`src/rtl/time_counter.sv`:
```
// rtl/time_counter.sv - 24-hour hour/min/sec timekeeper with scan strobe and two-key set mode
module time_counter #(
    parameter int TICK_DIV  = 50_000_000,
    parameter int SCAN_DIV  = 50_000,
    parameter int INIT_HOUR = 22,
    parameter int INIT_MIN  = 46,
    parameter int INIT_SEC  = 40
) (
    input  logic       clk,
    input  logic       rst,
    input  logic       key_mode,
    input  logic       key_inc,
    output logic [4:0] hour,
    output logic [5:0] min,
    output logic [5:0] sec,
    output logic       flag_scan,
    output logic       sec_pulse,
    output logic [1:0] mode
);

    localparam int TW = $clog2(TICK_DIV);
    localparam int SW = $clog2(SCAN_DIV);
    localparam logic [TW-1:0] TICK_MAX = TW'(TICK_DIV - 1);
    localparam logic [SW-1:0] SCAN_MAX = SW'(SCAN_DIV - 1);

    typedef enum logic [1:0] {
        RUN      = 2'd0,
        SET_HOUR = 2'd1,
        SET_MIN  = 2'd2
    } mode_e;

    mode_e         mode_q;
    logic [TW-1:0] tick_cnt_q;
    logic [SW-1:0] scan_cnt_q;
    logic [4:0]    hour_q;
    logic [5:0]    min_q;
    logic [5:0]    sec_q;
    logic          flag_scan_q;
    logic          sec_pulse_q;

    logic [4:0] hour_inc_d, hour_tick_d;
    logic [5:0] min_inc_d, min_tick_d, sec_tick_d;
    logic       sec_wrap, min_wrap;

    // Field increments double as the carry chain for a second tick.
    always_comb begin
        sec_wrap    = (sec_q == 6'd59);
        min_wrap    = (min_q == 6'd59);
        hour_inc_d  = (hour_q == 5'd23) ? 5'd0 : hour_q + 5'd1;
        min_inc_d   = min_wrap ? 6'd0 : min_q + 6'd1;
        sec_tick_d  = sec_wrap ? 6'd0 : sec_q + 6'd1;
        min_tick_d  = sec_wrap ? min_inc_d : min_q;
        hour_tick_d = (sec_wrap && min_wrap) ? hour_inc_d : hour_q;
    end

    always_ff @(posedge clk) begin
        if (rst) begin
            mode_q      <= RUN;
            tick_cnt_q  <= '0;
            scan_cnt_q  <= '0;
            hour_q      <= 5'(INIT_HOUR);
            min_q       <= 6'(INIT_MIN);
            sec_q       <= 6'(INIT_SEC);
            flag_scan_q <= 1'b0;
            sec_pulse_q <= 1'b0;
        end else begin
            scan_cnt_q  <= (scan_cnt_q == SCAN_MAX) ? '0 : scan_cnt_q + 1'b1;
            flag_scan_q <= (scan_cnt_q == SCAN_MAX);
            sec_pulse_q <= 1'b0;

            case (mode_q)
                RUN: begin
                    // A mode change discards a tick landing on the same edge.
                    if (key_mode) begin
                        mode_q     <= SET_HOUR;
                        tick_cnt_q <= '0;
                    end else if (tick_cnt_q == TICK_MAX) begin
                        tick_cnt_q  <= '0;
                        sec_pulse_q <= 1'b1;
                        sec_q       <= sec_tick_d;
                        min_q       <= min_tick_d;
                        hour_q      <= hour_tick_d;
                    end else begin
                        tick_cnt_q <= tick_cnt_q + 1'b1;
                    end
                end
                SET_HOUR: begin
                    tick_cnt_q <= '0;
                    if (key_mode) begin
                        mode_q <= SET_MIN;
                    end else if (key_inc) begin
                        hour_q <= hour_inc_d;
                    end
                end
                SET_MIN: begin
                    tick_cnt_q <= '0;
                    if (key_mode) begin
                        mode_q <= RUN;
                        sec_q  <= 6'd0;
                    end else if (key_inc) begin
                        min_q <= min_inc_d;
                    end
                end
                default: begin
                    mode_q     <= RUN;
                    tick_cnt_q <= '0;
                end
            endcase
        end
    end

    assign hour      = hour_q;
    assign min       = min_q;
    assign sec       = sec_q;
    assign flag_scan = flag_scan_q;
    assign sec_pulse = sec_pulse_q;
    assign mode      = mode_q;

endmodule

```
`config.mk`:
```
export PLATFORM = sky130hd
export DESIGN_NAME = time_counter
export DESIGN_NICKNAME = d
export VERILOG_FILES = /design/src/rtl/time_counter.sv
export SDC_FILE = /design/constraint.sdc
export NUM_CORES = 1
export LEC_CHECK = 0
export ABC_AREA = 1
export CAP_MARGIN = 10
export CORE_ASPECT_RATIO = 1.1
export CORE_MARGIN = 2
export CORE_UTILIZATION = 25
export DETAILED_ROUTE_END_ITERATION = 8
export MAX_ROUTING_LAYER = met4
export PLACE_DENSITY = 0.42
export SETUP_SLACK_MARGIN = 0.05
export SKIP_LAST_GASP = 1
export SLEW_MARGIN = 20
export SYNTH_ARGS = -nofsm -noshare
export SYNTH_HDL_FRONTEND = slang
export SYNTH_SLANG_ARGS = --single-unit
```
`constraint.sdc`:
```
create_clock -name clk -period 1.9 [get_ports clk]
set_input_delay 0.19 -clock clk [delete_from_list [all_inputs] [get_ports clk]]
set_output_delay 0.19 -clock clk [all_outputs]
set_load 0.005 [all_outputs]
```
==> flow_summary.yaml <==
global_routing:
  grt_overflow: 0
  grt_pass1_vias: 3290
  grt_pass1_wl_um: 15700
  grt_max_degree: 15
  grt_use_total_pct: 13.9
  antenna_found_initial: 0
timing:
  fin_worst_skew_ns: 0.00481
  period_share_pct: 88.9
  max_freq_ghz: 0.592
  setup_viol: 0
  rsz0062_at_grt: "false"
  final_hold_viol_count: 0
  post-route-min-period_ns: 1.69
  slew_headroom_pct: 74.3
  fin_tns_setup_ns: 0
  slew_viol_final: 0
  worstMarginPinSlew_ns: 0.384
synth:
  ys.flop_type: "dfxtp_1"
  synthTopCellsByArea: "dfxtp_1, nand2_1, nor2_1"
  synth_common_cells: "nand2_1, nor2_1, inv_1"
  yosysMostFrequentCell: "nand2_1"
  synth_area_sq_um: 3430
  synth-edff-count: 0
  ys_ff_latch: 63
  synth_top_cell_by_area: "dfxtp_1"
  synthArstFlopShare_pct: 0
  synth_fp_nets: 521
  synth_top_area_share_pct: 36.7
  ys_seq_area_share_pct: 36.7
  yosys.cell_types.count: 34
  synth_cells: 512
  ys.warnings.count: 0
  avgSynthCellArea_sq_um: 6.70
status:
  status: "complete, no violations"
die:
  rows: 44
  start_util_pct: 25.8
  io_pins: 25
  die_area_sq_um: 14700
  die_w_um: 116
  core_region_area_sq_um: 13300
  die_h_um: 127
placement:
  placed_area_sq_um: 3970
  dpl.hpwl_um: 6930
  gp_congestion: 0.851
  port_buffers: 24
worst_setup_path:
  crit_path_end_kind: "flip-flop"
  critical_path.startpoint_type: "flip-flop"
  cp-startpoint: "sec[0]$_SDFFE_PP0P_"
  crit_fanout: 7
  timing.rr.start: "sec[0]$_SDFFE_PP0P_"
  crit_type: "flip-flop to flip-flop"
  crit_required_ns: 2.17
  rrSetupSlack_ns: 0.21
  cp.arrival_ns: 1.96
layout:
  fillers: 1484
  syn2layout_area_growth_pct: 23.8
  antenna_cells: 0
  finalInstanceArea_sq_um: 4250
  drive_gt1_share_pct: 10.0
  nets: 564
clock_tree:
  postCtsResizedCells: 0
  holdBufCountCts: 0
  cts_setup_buffers: 0
  cts_tree: "done"
  cts_buffers: 9
  clockRootBuffer: "clkbuf_16"
  insertion_delay_ns: 0.33
  cts.sinks: 63
  cts_buffer_depth: 2
  htree_levels: 3
  path_clk_slew_ns: 0.05
routing:
  routed_wl_um: 8980
  route.antenna.remaining_nets: 0
  wl_per_cell_um: 12.1
  drt-vias-per-instance: 4.46
  vias: 3313
  first_pass_iters: 4
  remaining_drc_errors: 0
  drt_iter0_drc: 172
run:
  drv_cap: 0
min_path:
  min_path_type: "flip-flop to flip-flop"
  hp-start: "scan_cnt_q[13]$_SDFF_PP0_"
power_and_ir_drop:
  peakVddDrop_mv: 0.484
  power_density_nw_per_um2: 717
  p_leak_nw: 1.57
-- placed cells by master, fill, tap and decap left out, drive strengths merged --
master           n
dfxtp           63
ha               5
o21ai            4
nor4             1
xor2             5
clkdlybuf4s50   24
or2              6
xnor2            5
and3             2
nand2          137
nor2            71
buf             12
o211ai           2
nand3b           4
nor3            23
nand4           22
nor3b            8
inv             66
nand3           37
clkbuf          15
o21a             2
clkinv           2
a21oi           43
-- flip-flops by register name, indices dropped and copies added, names as in the netlist --
| register | count |
|---|---|
| hour | 5 |
| flag_scan | 1 |
| sec_pulse | 1 |
| tick_cnt_q | 26 |
| scan_cnt_q | 16 |
| min | 6 |
| sec | 6 |
| mode | 2 |
-- cell type report --
cell class,instances,area [sq um],area share (%)
Multi-Input combinational cell,377,1890,44.5
Sequential cell,63,1260,29.7
Timing Repair Buffer,36,330,7.77
Clock buffer,15,278,6.54
Inverter,68,260,6.12
Tap cell,184,230,5.42
-- metrics by stage --
stage               cells  total power, W  hold slack, ns  worst slack (ns)  utilization [%]
global placement      728         0.00154           0.444             0.252             29.8
global route          743         0.00319           0.482            0.0536             31.9
detailed placement    728         0.00154           0.455             0.205             29.8
finish                743         0.00305           0.459             0.211             31.9
floorplan             512         0.00147           0.267             0.340                -
CTS                   743         0.00311           0.464             0.172             31.9
-- routing by layer --
metal	share of wire (%)	vias up	GRT usage [%]
li1	-	1749	-
met1	48	1511	16.7
met2	48	40	21.5
met3	2.6	13	4.06
met4	1.8	0	5.81
met5	0	-	-
-- logic make-up after synthesis --
group	synth area share, %
XOR/XNOR	2.55
flip-flops	36.7
adder cells (fa/ha/maj)	1.82
AO/OA/AOI/OAI	8.06
AND/OR/NAND/NOR	42.5
buffers and inverters	8.28
-- final timing paths --
| path | endpoint | depth (start not counted) |
|---|---|---|
| setup / recovery | min[3]$_SDFFE_PP1P_ | 9 |
| hold / removal | scan_cnt_q[13]$_SDFF_PP0_ | 2 |
| setup reg to reg | min[3]$_SDFFE_PP1P_ | 9 |
| hold reg to reg | scan_cnt_q[13]$_SDFF_PP0_ | 2 |
-- critical path, stage by stage, from the launching register on --
cell and delay, ns:
dfxtp_1 0.40, ha_1 0.22, nand3_1 0.13, nor2_4 0.20, inv_1 0.12, nor3_2 0.21
nand2_4 0.12, nand2_2 0.10, nand2_1 0.06, nand3_1 0.06
-- power breakdown --
group	switching, W	internal [W]	leakage, nW
registers	0.0000182	0.00134	0.509
logic	0.0000905	0.0000629	0.925
clock network	0.000553	0.000983	0.136
(Power assumes the default switching activity.)
